[config.mk]
export PLATFORM = sky130hd
export DESIGN_NAME = fifo_rd_stream
export DESIGN_NICKNAME = d
export VERILOG_FILES = /design/src/rtl/fifo_rd_stream.sv
export SDC_FILE = /design/constraint.sdc
export NUM_CORES = 1
export LEC_CHECK = 0
export BUFFER_PORTS_ARGS = -buffer_cell sky130_fd_sc_hd__buf_4
export CORE_ASPECT_RATIO = 1.75
export CORE_MARGIN = 4
export CORE_UTILIZATION = 51
export DETAILED_ROUTE_END_ITERATION = 7
export GPL_TIMING_DRIVEN = 0
export HOLD_SLACK_MARGIN = 0.06
export PLACE_DENSITY = 0.8
export SETUP_SLACK_MARGIN = 0.4
export SYNTH_ARGS = -nofsm -noshare
export SYNTH_HDL_FRONTEND = slang
export SYNTH_SLANG_ARGS = --single-unit
[constraint.sdc]
create_clock -name clk -period 1.8 [get_ports clk]
set_input_delay 0.27 -clock clk [delete_from_list [all_inputs] [get_ports clk]]
set_output_delay 0.27 -clock clk [all_outputs]
set_load 0.005 [all_outputs]
[src/rtl/fifo_rd_stream.sv]
// fifo_rd_stream: drains a synchronous FIFO into a valid/ready stream via a 3-entry prefetch buffer
// Ports: clk, rst (sync, active-high); fifo_empty/fifo_dout in, fifo_rd_en out (FIFO read side);
//        m_valid/m_data out, m_ready in (stream); flush in; busy out;
//        beat_cnt out (16-bit accepted-beat count) only when FIFO_RD_STREAM_CNT_EN is defined.
module fifo_rd_stream #(
  parameter int DW = 8
) (
  input  logic          clk,
  input  logic          rst,
  input  logic          fifo_empty,
  input  logic [DW-1:0] fifo_dout,
  output logic          fifo_rd_en,
  output logic          m_valid,
  output logic [DW-1:0] m_data,
  input  logic          m_ready,
  input  logic          flush,
  output logic          busy
`ifdef FIFO_RD_STREAM_CNT_EN
  ,
  output logic [15:0]   beat_cnt
`endif
);
  typedef enum logic [1:0] {IDLE, STREAM, FLUSH} state_t;
  state_t        r_state;
  logic [1:0]    r_occ, r_wptr, r_rptr;
  logic          r_pending, r_discard;
  logic [DW-1:0] r_buf [3];
  logic          w_push, w_pop;
  logic [1:0]    w_wptr_nx, w_rptr_nx;
  assign w_push     = r_pending && !r_discard && !flush;
  assign w_pop      = m_valid && m_ready;
  assign w_wptr_nx  = (r_wptr == 2'd2) ? 2'd0 : r_wptr + 2'd1;
  assign w_rptr_nx  = (r_rptr == 2'd2) ? 2'd0 : r_rptr + 2'd1;
  // counting the in-flight read keeps the buffer from overflowing without looking at m_ready
  assign fifo_rd_en = !rst && !flush && !fifo_empty && (({1'b0, r_occ} + {2'b0, r_pending}) < 3'd3);
  assign m_valid    = (r_occ != 2'd0) && !r_discard;
  assign m_data     = r_buf[r_rptr];
  assign busy       = (r_occ != 2'd0) || r_pending || r_discard;
  always_ff @(posedge clk) begin
    if (rst) begin
      r_state   <= IDLE;
      r_occ     <= '0;
      r_wptr    <= '0;
      r_rptr    <= '0;
      r_pending <= 1'b0;
      r_discard <= 1'b0;
      for (int i = 0; i < 3; i++) r_buf[i] <= '0;
    end else begin
      r_pending <= fifo_rd_en;
      if (flush) begin
        r_occ  <= '0;
        r_wptr <= '0;
        r_rptr <= '0;
        if (r_state != FLUSH) r_discard <= r_pending;
      end else begin
        if (w_push) r_buf[r_wptr] <= fifo_dout;
        if (w_push) r_wptr <= w_wptr_nx;
        if (w_pop) r_rptr <= w_rptr_nx;
        r_occ     <= r_occ + {1'b0, w_push} - {1'b0, w_pop};
        r_discard <= 1'b0;
      end
      r_state <= flush ? FLUSH :
                 (r_state == FLUSH) ? (r_discard ? FLUSH : IDLE) :
                 (fifo_rd_en || r_pending || r_occ != 2'd0) ? STREAM : IDLE;
    end
  end
`ifdef FIFO_RD_STREAM_CNT_EN
  logic [15:0] r_cnt;
  always_ff @(posedge clk) r_cnt <= rst ? 16'd0 : r_cnt + {15'd0, w_pop};
  assign beat_cnt = r_cnt;
`endif
endmodule

==> impl_metrics.py <==
metrics = {
    "run_status": {
        "status": "finished, violations left",
        "violations": "negative setup slack",
    },
    "placed_design": {
        "placed_cells": 196,
        "gp_congestion": 0.7174,
        "portBuffers": 23,
        "detailed_place_hpwl_um": 2456,
        "pre_cts_slack_ns": -0.2166,
        "placed_area_um2": 2193,
    },
    "sta": {
        "period_share": 1.036,
        "setup_ws_ns": -0.06477,
        "clock_skew_ns": 0.005242,
        "worstMarginPinSlew_ns": 0.3120,
        "final_max_slew_viol_count": 0,
        "hold_viol_final": 0,
        "timing.fmax_mhz": 536.3,
        "slew_headroom": 0.7904,
        "setup_viol_count_final": 1,
        "min_period_ns": 1.865,
        "rsz0062_at_grt": "yes",
    },
    "power": {
        "leakage_nw": 1.008,
        "ir_drop_uv": 823.6,
        "p_per_area_nw_per_um2": 696.7,
        "power_mw": 1.844,
    },
    "clock_network": {
        "cts_tree": "done",
        "htree_levels": 2,
        "clock_sinks": 44,
        "cts_buffer_depth": 2,
        "path_clk_slew_ns": 0.08,
        "cts_inserted_buffers": 5,
        "root_buffer": "clkbuf_8",
        "clock_latency_ns": 0.28,
    },
    "setup_path": {
        "crit_path_max_fanout": 3,
        "cp_num_cells": 8,
        "reg2regPathDepth": 8,
        "path_buf_inv": 2,
        "critPathRequiredTime_ns": 1.97,
        "crit_type": "register to register",
        "worstPathCellList": "or3b_4, buf_6, ha_4, inv_2, ha_4, xor2_2, xnor2_1, nor2_1",
        "critical-path-top-cell-by-count": "ha_4",
        "end_kind": "register",
        "arrival_ns": 2.04,
        "crit_family": "simple AND/OR/NAND/NOR gates",
        "cpPeakStageDelay_ns": 0.39,
        "crit_path_top_delay_cell": "or3b_4",
        "critPathLaunchType": "register",
    },
    "grt": {
        "gr-total-overflow": 0,
        "grt_antenna_before_repair": 0,
        "grt_pass1_wl_um": 6320,
        "grt_start_max_net_pins": 14,
        "track_usage": 0.1870,
        "grt_pass1_vias": 1320,
    },
    "route": {
        "wl_per_cell_um": 17.41,
        "drc": 0,
        "dr.pass1.iters": 4,
        "via_count": 1214,
        "drt-initial-drc-count": 37,
        "met3_length_um": 117,
        "highest_layer": "met4",
        "postRouteAntennaNets": 0,
        "wl_met1_um": 1230,
        "met2_length_um": 2451,
        "via_per_inst": 5.468,
        "wirelength_um": 3866,
    },
    "floorplan": {
        "die_w_um": 54.10,
        "coreArea_um2": 3592,
        "die_area_um2": 4797,
        "die_h_um": 88.68,
        "std_cell_rows": 29,
        "initial_core_util": 0.5280,
        "pin_count": 24,
    },
    "synthesis": {
        "synthCells": 127,
        "syn_area_um2": 1897,
        "yosysWarnings": 0,
        "yosysTopAreaCellShare": 0.5066,
        "synth_nets": 144,
        "synth_area_leaders": "edfxtp_1 51%, dfxtp_1 13%, mux4_2 9.5%",
        "synth.most_common_cell": "edfxtp_1",
        "synth-seq-cells": 44,
        "syn_avg_cell_area_um2": 14.94,
        "synth_top_area_cell": "edfxtp_1",
        "async_flop_share": 0,
        "yosys-top-cells-count": "32 x edfxtp_1, 25 x and2_1, 12 x dfxtp_1",
        "synth_cell_types": 31,
        "yosys_most_used_dff": "edfxtp_1",
        "synth_edf_count": 32,
        "seq_area_frac_synth": 0.6332,
    },
    "finish": {
        "design_area_um2": 2648,
        "stdcell_count": 222,
        "diodes": 0,
        "nets": 192,
        "layout-drive-gt1-share": 0.5682,
        "syn_to_final_growth_pct": 39.58,
    },
    "hold_path": {
        "hold_class": "input port to register",
        "whs_path_depth": 1,
    },
    "job": {
        "maxCapViolCount": 0,
    },
}
## timing repair
action                                  4_1_cts  5_1_grt
pin swaps                                     9       12
gates resized for setup                      31       27
setup buffers                                15        3
hold buffers                                  0        0
endpoints found under the setup margin       63       64
## cell families (layout without fill, tap and decap cells)
kind of cell             Yosys count  count (layout)  synth area share
flip-flops                        44              44            0.6332
AO/OA/AOI/OAI                     12              12           0.04024
multiplexers                       8               8           0.09499
adder cells (fa/ha/maj)            4               4           0.02639
XOR/XNOR                           2               2          0.009237
AND/OR/NAND/NOR                   49              49            0.1781
buffers and inverters              8              57           0.01780
## worst paths after layout
| check | from | to | slack, ns |
|---|---|---|---|
| worst max-delay path | r_pending | r_occ[1] | -0.06 |
| worst min-delay path | fifo_dout[5] | r_buf[3][5] | 0.18 |
| worst max register to register | r_pending | r_occ[1] | -0.06 |
| worst min register to register | r_rptr[1] | register | 0.52 |
## registers in the layout, summed over array words and instances (netlist names), named ones only
| name | count |
|---|---|
| r_state | 2 |
| r_pending | 1 |
| r_rptr | 2 |
| r_discard | 1 |
| r_wptr | 2 |
| r_occ | 2 |
| r_buf | 32 |
## worst register-to-register path, stage by stage (launching register included)
cell,delay (ns)
dfxtp_4,0.38
or3b_4,0.39
buf_6,0.14
ha_4,0.25
inv_2,0.03
ha_4,0.15
xor2_2,0.15
xnor2_1,0.20
nor2_1,0.07
## cell type report
class	instances	area (um2)
sequential	44	1217
buffer	4	47.55
clock buffer	7	76.32
inverter	4	15.01
timing repair buffer	41	387.9
fill	223	944.7
multi-input combinational	75	840.8
tap	46	57.56
clock inverter	1	5.005
## layer usage
layer | GRT usage | vias up
li1 | - | 565
met1 | 0.1831 | 610
met2 | 0.3775 | 31
met3 | 0.02192 | 8
met4 | 0.06122 | 0
met5 | 0 | -
## metrics by stage
| step | utilization | hold WS [ns] | TNS [ns] |
|---|---|---|---|
| after global routing | 0.7370 | 0.1709 | -0.1661 |
| after floorplan | - | 0.3424 | 0 |
| after detailed placement | 0.6106 | 0.4701 | -2.618 |
| after global placement | 0.6106 | 0.4672 | -2.221 |
| final | 0.7370 | 0.1828 | -0.06477 |
| after CTS | 0.7060 | 0.1692 | -0.03935 |
## cell usage in the layout (no fill, tap or decap), types with 2 or more instances in the layout
master and count:
dfxtp_2 4, buf_6 20, inv_2 2, edfxtp_1 32
clkbuf_1 2, nand2b_1 2, buf_4 22, dfxtp_1 5
a21oi_1 3, or2_4 2, mux4_2 8, and2_1 13
and2_4 12, o21ai_0 2, inv_1 2, dfxtp_4 3
buf_12 2, nor2_1 6, ha_4 4, clkbuf_8 5
## where the power goes
| part | internal, mW | switching, mW | total [mW] |
|---|---|---|---|
| sequential | 1.11 | 0.0110 | 1.12 |
| clock | 0.272 | 0.292 | 0.564 |
| combinational | 0.0937 | 0.0699 | 0.164 |
| total | 1.47 | 0.373 | 1.84 |
No activity file was read; power rests on OpenSTA's default activity.
